[config.mk]
export PLATFORM = sky130hd
export DESIGN_NAME = seq_wide_adder
export DESIGN_NICKNAME = d
export VERILOG_FILES = /design/src/rtl/seq_wide_adder_pkg.sv /design/src/rtl/seq_wide_adder_slice.sv /design/src/rtl/seq_wide_adder.sv
export SDC_FILE = /design/constraint.sdc
export NUM_CORES = 1
export LEC_CHECK = 0
export ABC_AREA = 1
export CORE_MARGIN = 2
export CORE_UTILIZATION = 56
export CTS_CLUSTER_DIAMETER = 120
export DETAILED_ROUTE_END_ITERATION = 12
export HOLD_SLACK_MARGIN = 0.02
export MAX_ROUTING_LAYER = met4
export PLACE_DENSITY_LB_ADDON = 0.25
export SETUP_SLACK_MARGIN = 0.4
export SLEW_MARGIN = 10
export SYNTH_ARGS = -nofsm -noshare
export SYNTH_HDL_FRONTEND = slang
export SYNTH_SLANG_ARGS = --single-unit
[constraint.sdc]
create_clock -name clk -period 10.6 [get_ports clk]
set_input_delay 1.59 -clock clk [delete_from_list [all_inputs] [get_ports clk]]
set_output_delay 1.59 -clock clk [all_outputs]
set_load 0.005 [all_outputs]
[src/rtl/seq_wide_adder_pkg.sv]
// seq_wide_adder_pkg: shared types, slice width and saturation constants for seq_wide_adder
package seq_wide_adder_pkg;
  typedef enum logic [1:0] {IDLE, RUN, DONE} state_t;
  localparam int SLICE_W = 16;
  localparam int MAX_W = 1024;
  function automatic logic [MAX_W-1:0] sat_pos(input int w);
    return {MAX_W{1'b1}} >> (MAX_W - w + 1);
  endfunction
  function automatic logic [MAX_W-1:0] sat_neg(input int w);
    return {{(MAX_W-1){1'b0}}, 1'b1} << (w - 1);
  endfunction
endpackage

[src/rtl/seq_wide_adder_slice.sv]
// add16_slice: combinational 16-bit parallel-prefix carry-lookahead adder slice
module add16_slice
  import seq_wide_adder_pkg::*;
(
  input  logic [SLICE_W-1:0] a,
  input  logic [SLICE_W-1:0] b,
  input  logic               cin,
  output logic [SLICE_W-1:0] sum,
  output logic               cout,
  output logic               c15
);
  logic [SLICE_W-1:0] w_g, w_p;
  logic [SLICE_W:0]   w_c;
  // Kogge-Stone prefix; descending index keeps lower bits at their previous-level values
  always_comb begin
    w_g = a & b;
    w_p = a ^ b;
    for (int d = 1; d < SLICE_W; d *= 2)
      for (int i = SLICE_W - 1; i >= d; i--) begin
        w_g[i] = w_g[i] | (w_p[i] & w_g[i-d]);
        w_p[i] = w_p[i] & w_p[i-d];
      end
    w_c = {w_g | (w_p & {SLICE_W{cin}}), cin};
  end
  assign sum  = a ^ b ^ w_c[SLICE_W-1:0];
  assign cout = w_c[SLICE_W];
  assign c15  = w_c[SLICE_W-1];
endmodule

[src/rtl/seq_wide_adder.sv]
// seq_wide_adder: WORDS x 16-bit add/sub over one shared slice, one word per cycle, LSW first.
// Define SEQ_WIDE_ADDER_SAT_EN to saturate the result on signed overflow.
module seq_wide_adder
  import seq_wide_adder_pkg::*;
#(
  parameter int WORDS = 4
) (
  input  logic                       clk,
  input  logic                       rst,
  input  logic                       cmd_valid,
  output logic                       cmd_ready,
  input  logic                       cmd_sub,
  input  logic [SLICE_W*WORDS-1:0]   cmd_a,
  input  logic [SLICE_W*WORDS-1:0]   cmd_b,
  output logic                       res_valid,
  input  logic                       res_ready,
  output logic [SLICE_W*WORDS-1:0]   res_sum,
  output logic                       res_ov,
  output logic                       res_zf,
  output logic                       res_nf,
  output logic                       res_cf
);
  localparam int W  = SLICE_W * WORDS;
  localparam int IW = $clog2(WORDS);
`ifdef SEQ_WIDE_ADDER_SAT_EN
  localparam logic [W-1:0] SAT_POS = W'(sat_pos(W));
  localparam logic [W-1:0] SAT_NEG = W'(sat_neg(W));
`endif
  state_t             r_state;
  logic [W-1:0]       r_a, r_b, r_sum;
  logic               r_sub, r_carry, r_zacc, r_ov, r_zf, r_nf, r_cf;
  logic [IW-1:0]      r_idx;
  logic [SLICE_W-1:0] w_b, w_sum;
  logic               w_cout, w_c15, w_last, w_zacc, w_ov;
  assign w_b    = r_sub ? ~r_b[r_idx*SLICE_W +: SLICE_W] : r_b[r_idx*SLICE_W +: SLICE_W];
  assign w_last = r_idx == IW'(WORDS - 1);
  assign w_zacc = r_zacc & (w_sum == '0);
  assign w_ov   = w_c15 ^ w_cout;
  add16_slice u_slice (
    .a    (r_a[r_idx*SLICE_W +: SLICE_W]),
    .b    (w_b),
    .cin  (r_carry),
    .sum  (w_sum),
    .cout (w_cout),
    .c15  (w_c15)
  );
  always_ff @(posedge clk or posedge rst) begin
    if (rst) begin
      r_state <= IDLE;
      r_a     <= '0;
      r_b     <= '0;
      r_sum   <= '0;
      r_sub   <= 1'b0;
      r_carry <= 1'b0;
      r_zacc  <= 1'b0;
      r_idx   <= '0;
      r_ov    <= 1'b0;
      r_zf    <= 1'b0;
      r_nf    <= 1'b0;
      r_cf    <= 1'b0;
    end else if (r_state == IDLE) begin
      if (cmd_valid) begin
        r_a     <= cmd_a;
        r_b     <= cmd_b;
        r_sub   <= cmd_sub;
        r_carry <= cmd_sub;
        r_idx   <= '0;
        r_zacc  <= 1'b1;
        r_state <= RUN;
      end
    end else if (r_state == RUN) begin
      r_sum[r_idx*SLICE_W +: SLICE_W] <= w_sum;
      r_carry <= w_cout;
      r_zacc  <= w_zacc;
      if (w_last) begin
        r_ov    <= w_ov;
        r_cf    <= w_cout;
        r_zf    <= w_zacc;
        r_nf    <= w_sum[SLICE_W-1];
`ifdef SEQ_WIDE_ADDER_SAT_EN
        if (w_ov) begin
          r_sum <= r_a[W-1] ? SAT_NEG : SAT_POS;
          r_zf  <= 1'b0;
          r_nf  <= r_a[W-1];
        end
`endif
        r_state <= DONE;
      end else begin
        r_idx <= r_idx + 1'b1;
      end
    end else if (res_ready) begin
      r_state <= IDLE;
    end
  end
  assign cmd_ready = r_state == IDLE;
  assign res_valid = r_state == DONE;
  assign res_sum   = r_sum;
  assign res_ov    = r_ov;
  assign res_zf    = r_zf;
  assign res_nf    = r_nf;
  assign res_cf    = r_cf;
endmodule

# == Word level (Yosys, flattened, before mapping) ==
# Cells that the tools add are included.
# totals
inputBits,133
ff_bits,203
output_inout_bits,70
# op_classes
n_addsub,2
mux,17
n_shift,4
eq_ne,6
reduce_logical,10
bitwise_logic,156
# op_table
operator,count
$shiftx A64 B7 Y16,2
$and A1 B1 Y1,99
$bwmux W64,1
$shift A16 B34 Y64 const A,1
$shiftx A16 B34 Y64,1
$or A1 B1 Y1,49
$neg A6 Y34,1
$and A16 B16 Y16,2
$xor A16 B16 Y16,2
$mux W2,9
$logic_not A16 Y1,1
$mux W16,1
$not A16 Y16,1
$or A16 B16 Y16,1
$reduce_and A3 Y1,3
$mux W1,6
$reduce_and A2 Y1,3
$eq A2 B2 Y1 const B,2
$ne A2 B2 Y1 const B,2
$ne A3 B3 Y1 const B,1
$reduce_bool A3 Y1,1
$add A2 B1 Y2 const B,1
$eq A2 B1 Y1 const B,1
$logic_not A2 Y1,1
3 further kinds,3

# == Depth between registers and ports, before layout ==
# depth
depth_word,18
ltp_mapped,19
depth_no_buf,18

# == Modules after synthesis ==
# A second synthesis with hierarchy kept.
# hier_totals
cells_unflattened,1344
hier_area_um2,10344.9
# by_module_without_submodules
mod,instances,area_each_um2,seq_area_each_um2,cells_each
seq_wide_adder,1,9195.1,5079.9,1119
add16_slice,1,1149.9,0.0,225

# == Least setup slack after synthesis ==
# No wires, ideal clock.
# synth_timing
kind,register to register
startpoint,reg r_idx[0]
endpoint,reg r_zacc
slack_ns,7.820
t_required_ns,10.523
path_stages_with_launch,20
setup_ns,0.077
t_arrival_ns,2.702
period_less_slack_ns,2.780
cell_sequence,dfrtp_1 clkinv_1 buf_2 buf_1 nor2_1 o22ai_1 ha_1 nand2_1 nand2_1 nand2_1 nand3_2 nand2_1 nand2_1 nand2_1 nand2_2 nor2_1 nand2_1 nor2_1 nand2_1 a21oi_1
# synth_between
elab_chain_cells,17
# synth_lines
element,line_no,text
from (decl),seq_wide_adder.sv:32,logic [IW-1:0] r_idx;
from (signal assigned),seq_wide_adder.sv:89,r_idx <= r_idx + 1'b1;
$shiftx A64 B7 Y16,seq_wide_adder.sv:35,assign w_b = r_sub ? ~r_b[r_idx*SLICE_W +: SLICE_W] : r_b[r_idx*SLICE_W +: SLICE_W];
$not A16 Y16,seq_wide_adder.sv:35,
$mux W16,seq_wide_adder.sv:35,
$xor A16 B16 Y16 / $and A16 B16 Y16 (equally long branches),"seq_wide_adder_slice.sv:17, seq_wide_adder_slice.sv:25, seq_wide_adder_slice.sv:16",
$and A1 B1 Y1 (on tied branches),"seq_wide_adder_slice.sv:20, seq_wide_adder_slice.sv:21",
$or A1 B1 Y1 / $and A1 B1 Y1 (equally long branches),seq_wide_adder_slice.sv:20,w_g[i] = w_g[i] | (w_p[i] & w_g[i-d]);
$and A1 B1 Y1 / $or A1 B1 Y1 (equally long branches),seq_wide_adder_slice.sv:20,
$or A1 B1 Y1 / $and A1 B1 Y1 (equally long branches),seq_wide_adder_slice.sv:20,
$and A1 B1 Y1 / $or A1 B1 Y1 (equally long branches),seq_wide_adder_slice.sv:20,
$or A1 B1 Y1 / $and A1 B1 Y1 (equally long branches),seq_wide_adder_slice.sv:20,
$or A1 B1 Y1,seq_wide_adder_slice.sv:20,
$or A16 B16 Y16,seq_wide_adder_slice.sv:23,"w_c = {w_g | (w_p & {SLICE_W{cin}}), cin};"
$xor A16 B16 Y16 *,seq_wide_adder_slice.sv:25,assign sum = a ^ b ^ w_c[SLICE_W-1:0];
$logic_not A16 Y1 *,seq_wide_adder.sv:37,assign w_zacc = r_zacc & (w_sum == '0);
$and A1 B1 Y1 *,seq_wide_adder.sv:37,
$mux W1 *,seq_wide_adder.sv:71,end else if (r_state == RUN) begin
$mux W1 *,seq_wide_adder.sv:61,end else if (r_state == IDLE) begin
to (signal assigned),seq_wide_adder.sv:74,r_zacc <= w_zacc;
to (decl),seq_wide_adder.sv:31,"logic r_sub, r_carry, r_zacc, r_ov, r_zf, r_nf, r_cf;"
# Mark *: on every way between the ends. The rest lies on a longest branch, timed or not. The select of a mux whose other input is x is not followed.
# A chain may end at the register's enable or synchronous reset.

# == Worst setup path after layout ==
# Ends and elaborated chain as after synthesis.

==> run summary <==
### Outcome
• **outcome** complete, no violations

### Worst setup path
• **Max FO, Critical Path** 89
• **WP data arrival** 4220 ps
• **Worst Path Required** 11030 ps
• **R2R setup slack** 6810 ps
• **crit path launch type** flop
• **type of the worst setup path** flop to flop
• **critical path capture point type** flop

### Clock network
• **number of instances resized during post-cts repair** 0
• **clock-pin slew reported for the worst setup and hold paths after clock tree synthesis** 60 ps
• **sinks on the clock net** 203
• **clk_lat worst skew** 500 ps
• **root buffer cell** clkbuf_16
• **number of hold buffers added after cts** 0
• **H-Tree Level Count** 1
• **deepest clock path buffer count** 3
• **total setup buffers inserted after CTS** 0
• **CTS tree** done
• **TritonCTS buffer count** 22

### Worst hold path
• **Hold WC Path Type** flop to flop

### STA
• **fin. max-slew vios** 0
• **Final Hold Viols** 0
• **Final Setup Violations** 0
• **post-route setup TNS** 0 ps
• **max-slew headroom at the worst pin** 24.8%
• **slew at the pin closest to its max-slew limit** 1130 ps
• **f_max** 264 MHz
• **unrepaired setup endpoints after global routing** no
• **clock skew after layout** 12.8 ps
• **Period Utilization, post-route** 35.7%
• **minimum clock period after layout** 3790 ps

### Finish
• **layout filler cell count** 1353
• **synth-to-layout area growth** 27.8%
• **total inserted antenna cells** 0
• **multi-input gate area in the final layout** 4370 sq um
• **end-of-flow core utilization** 73.5%
• **commonest non-fill, non-tap cell in the layout** nand2_1
• **fraction of layout instances using a drive strength above 1** 4.41%
• **most frequent cells in the layout** 568 x nand2_1, 202 x clkdlybuf4s50_1, 202 x dfrtp_1
• **sequential cell area in the final layout** 5080 sq um
• **Net count, final** 1619

### Drt
• **antenna violation net count after detailed routing** 0
• **number of design rule violations left after detail routing** 0
• **violation count after the first detailed-route iteration** 709
• **first-pass iteration count of the detailed router** 6
• **average wire length per cell after detail routing** 16.1 um
• **final wirelength** 27300 um
• **Vias/cell** 5.44
• **via count** 9252

### Place
• **count of port buffers added during placement** 202
• **HPWL after detailed placement** 18800 um
• **Final GP Congestion** 0.955

### Synthesis
• **number of warnings printed during yosys synthesis** 0
• **instance count of the mapped netlist** 1291
• **Cell variety after synth** 36
• **number of storage elements in the synthesis netlist** 203
• **mean area per synthesized cell** 7.76 sq um
• **share of synthesized area occupied by flip-flops and latches** 50.7%
• **Synthesized Nets** 1448
• **synthesized area** 10000 sq um

### GRT
• **vias in the first global route** 8855
• **Total Routing Usage GR** 30.6%
• **remaining global-route overflow** 0
• **global-route wire length before repair** 44400 um
• **antenna violations before repair** 0
• **maximum number of pins on one net before global-route repair** 124

### Floorplan
• **horizontal die dimension** 138 um
• **Core Box Area** 17400 sq um
• **starting density of the core** 57.5%
• **Die Y-Extent** 138 um
• **die outline area** 19000 sq um
• **num ports** 203
• **standard-cell row count** 48

### Run
• **number of maximum-capacitance constraint violations** 0

layer usage:
metal / wire length [um] / up-vias / GRT usage, %
li1: - / 4439 / -
met1: 11400 / 4380 / 41.3
met2: 13500 / 382 / 50.0
met3: 1850 / 51 / 3.38
met4: 669 / 0 / 7.82
met5: 0 / - / -
synth_stat cells (all sizes together):
cell type  count  area, sq um
and2           1         6.26
a22o           5         43.8
o22ai         31          194
a32o           8         80.1
o21ai        116          581
nor2          98          388
nor4           2         27.5
or2            2         12.5
nand4          6         37.5
nand3b         4         30.0
clkinv         2         7.51
fa             1         20.0
xor2          16          140
clkbuf        27          103
nand3         30          170
a21oi         17         85.1
o31ai          3         22.5
nand2        578         2190
nor3           4         25.0
dfrtp        203         5080
inv           78          293
a32oi          1         8.76
ha            23          288
buf           34          169
o311ai         1         8.76
worst max-delay path, cell delays in order, from the launching register on:
cell	delay (ps)
dfrtp_2	370
buf_4	710
o21ai_0	330
o22ai_1	310
xor2_1	280
ha_1	350
nand2_1	120
inv_1	70
nand2_1	70
nand2_1	60
a21oi_1	200
nand2_1	80
nand2_1	60
nand2_1	170
nor2_1	130
nand2_1	50
nor2_1	90
nand2_1	100
a21oi_1	140
path summary, 6_finish.rpt:
| check | from | endpoint | depth (start not counted) |
|---|---|---|---|
| min reg2reg | r_a[24] | r_a[24] | 2 |
| max reg2reg | r_idx[0] | r_zacc | 18 |
| max | r_idx[0] | r_zacc | 18 |
| min | r_a[24] | r_a[24] | 2 |
| min in group asynchronous | rst | r_a[25] | 2 |
| max in group asynchronous | rst | r_b[50] | 3 |
flip-flops by register name, summed over array words and instances, names as in the netlist:
| signal | flops |
|---|---|
| r_sub | 1 |
| r_b | 64 |
| r_a | 64 |
| r_state | 2 |
| r_zacc | 1 |
| res_cf | 1 |
| r_idx | 2 |
| res_sum | 64 |
| r_carry | 1 |
| res_nf | 1 |
| res_ov | 1 |
| res_zf | 1 |
through the flow:
step                      hold slack, ps  area [sq um]  instances  worst slack (ps)
after floorplan                      437         10000       1291              3470
after global placement               450         12100       1663              6620
after detailed placement             453         12100       1663              6540
after CTS                            467         12800       1700              6840
after global routing                 485         12800       1700              6450
final                                464         12800       1700              6810
cell families after synthesis:
| kind of cell | synth area share, % |
|---|---|
| buffers and inverters | 5.71 |
| AND/OR/NAND/NOR | 28.9 |
| adder cells (fa/ha/maj) | 3.07 |
| AO/OA/AOI/OAI | 10.2 |
| XOR/XNOR | 1.40 |
| flip-flops | 50.7 |
final cells by class:
type	count	area share (%)
clock buffers	34	5.13
clock inverters	3	0.313
inverters	80	2.41
multi-input cells	947	34.1
flip-flops and latches	203	39.7
well taps	225	2.20
repair buffers	208	16.1
Power is left out: the tool's default activity adds up to more than one toggle a clock period on the data nets, which glitch-free logic cannot reach.
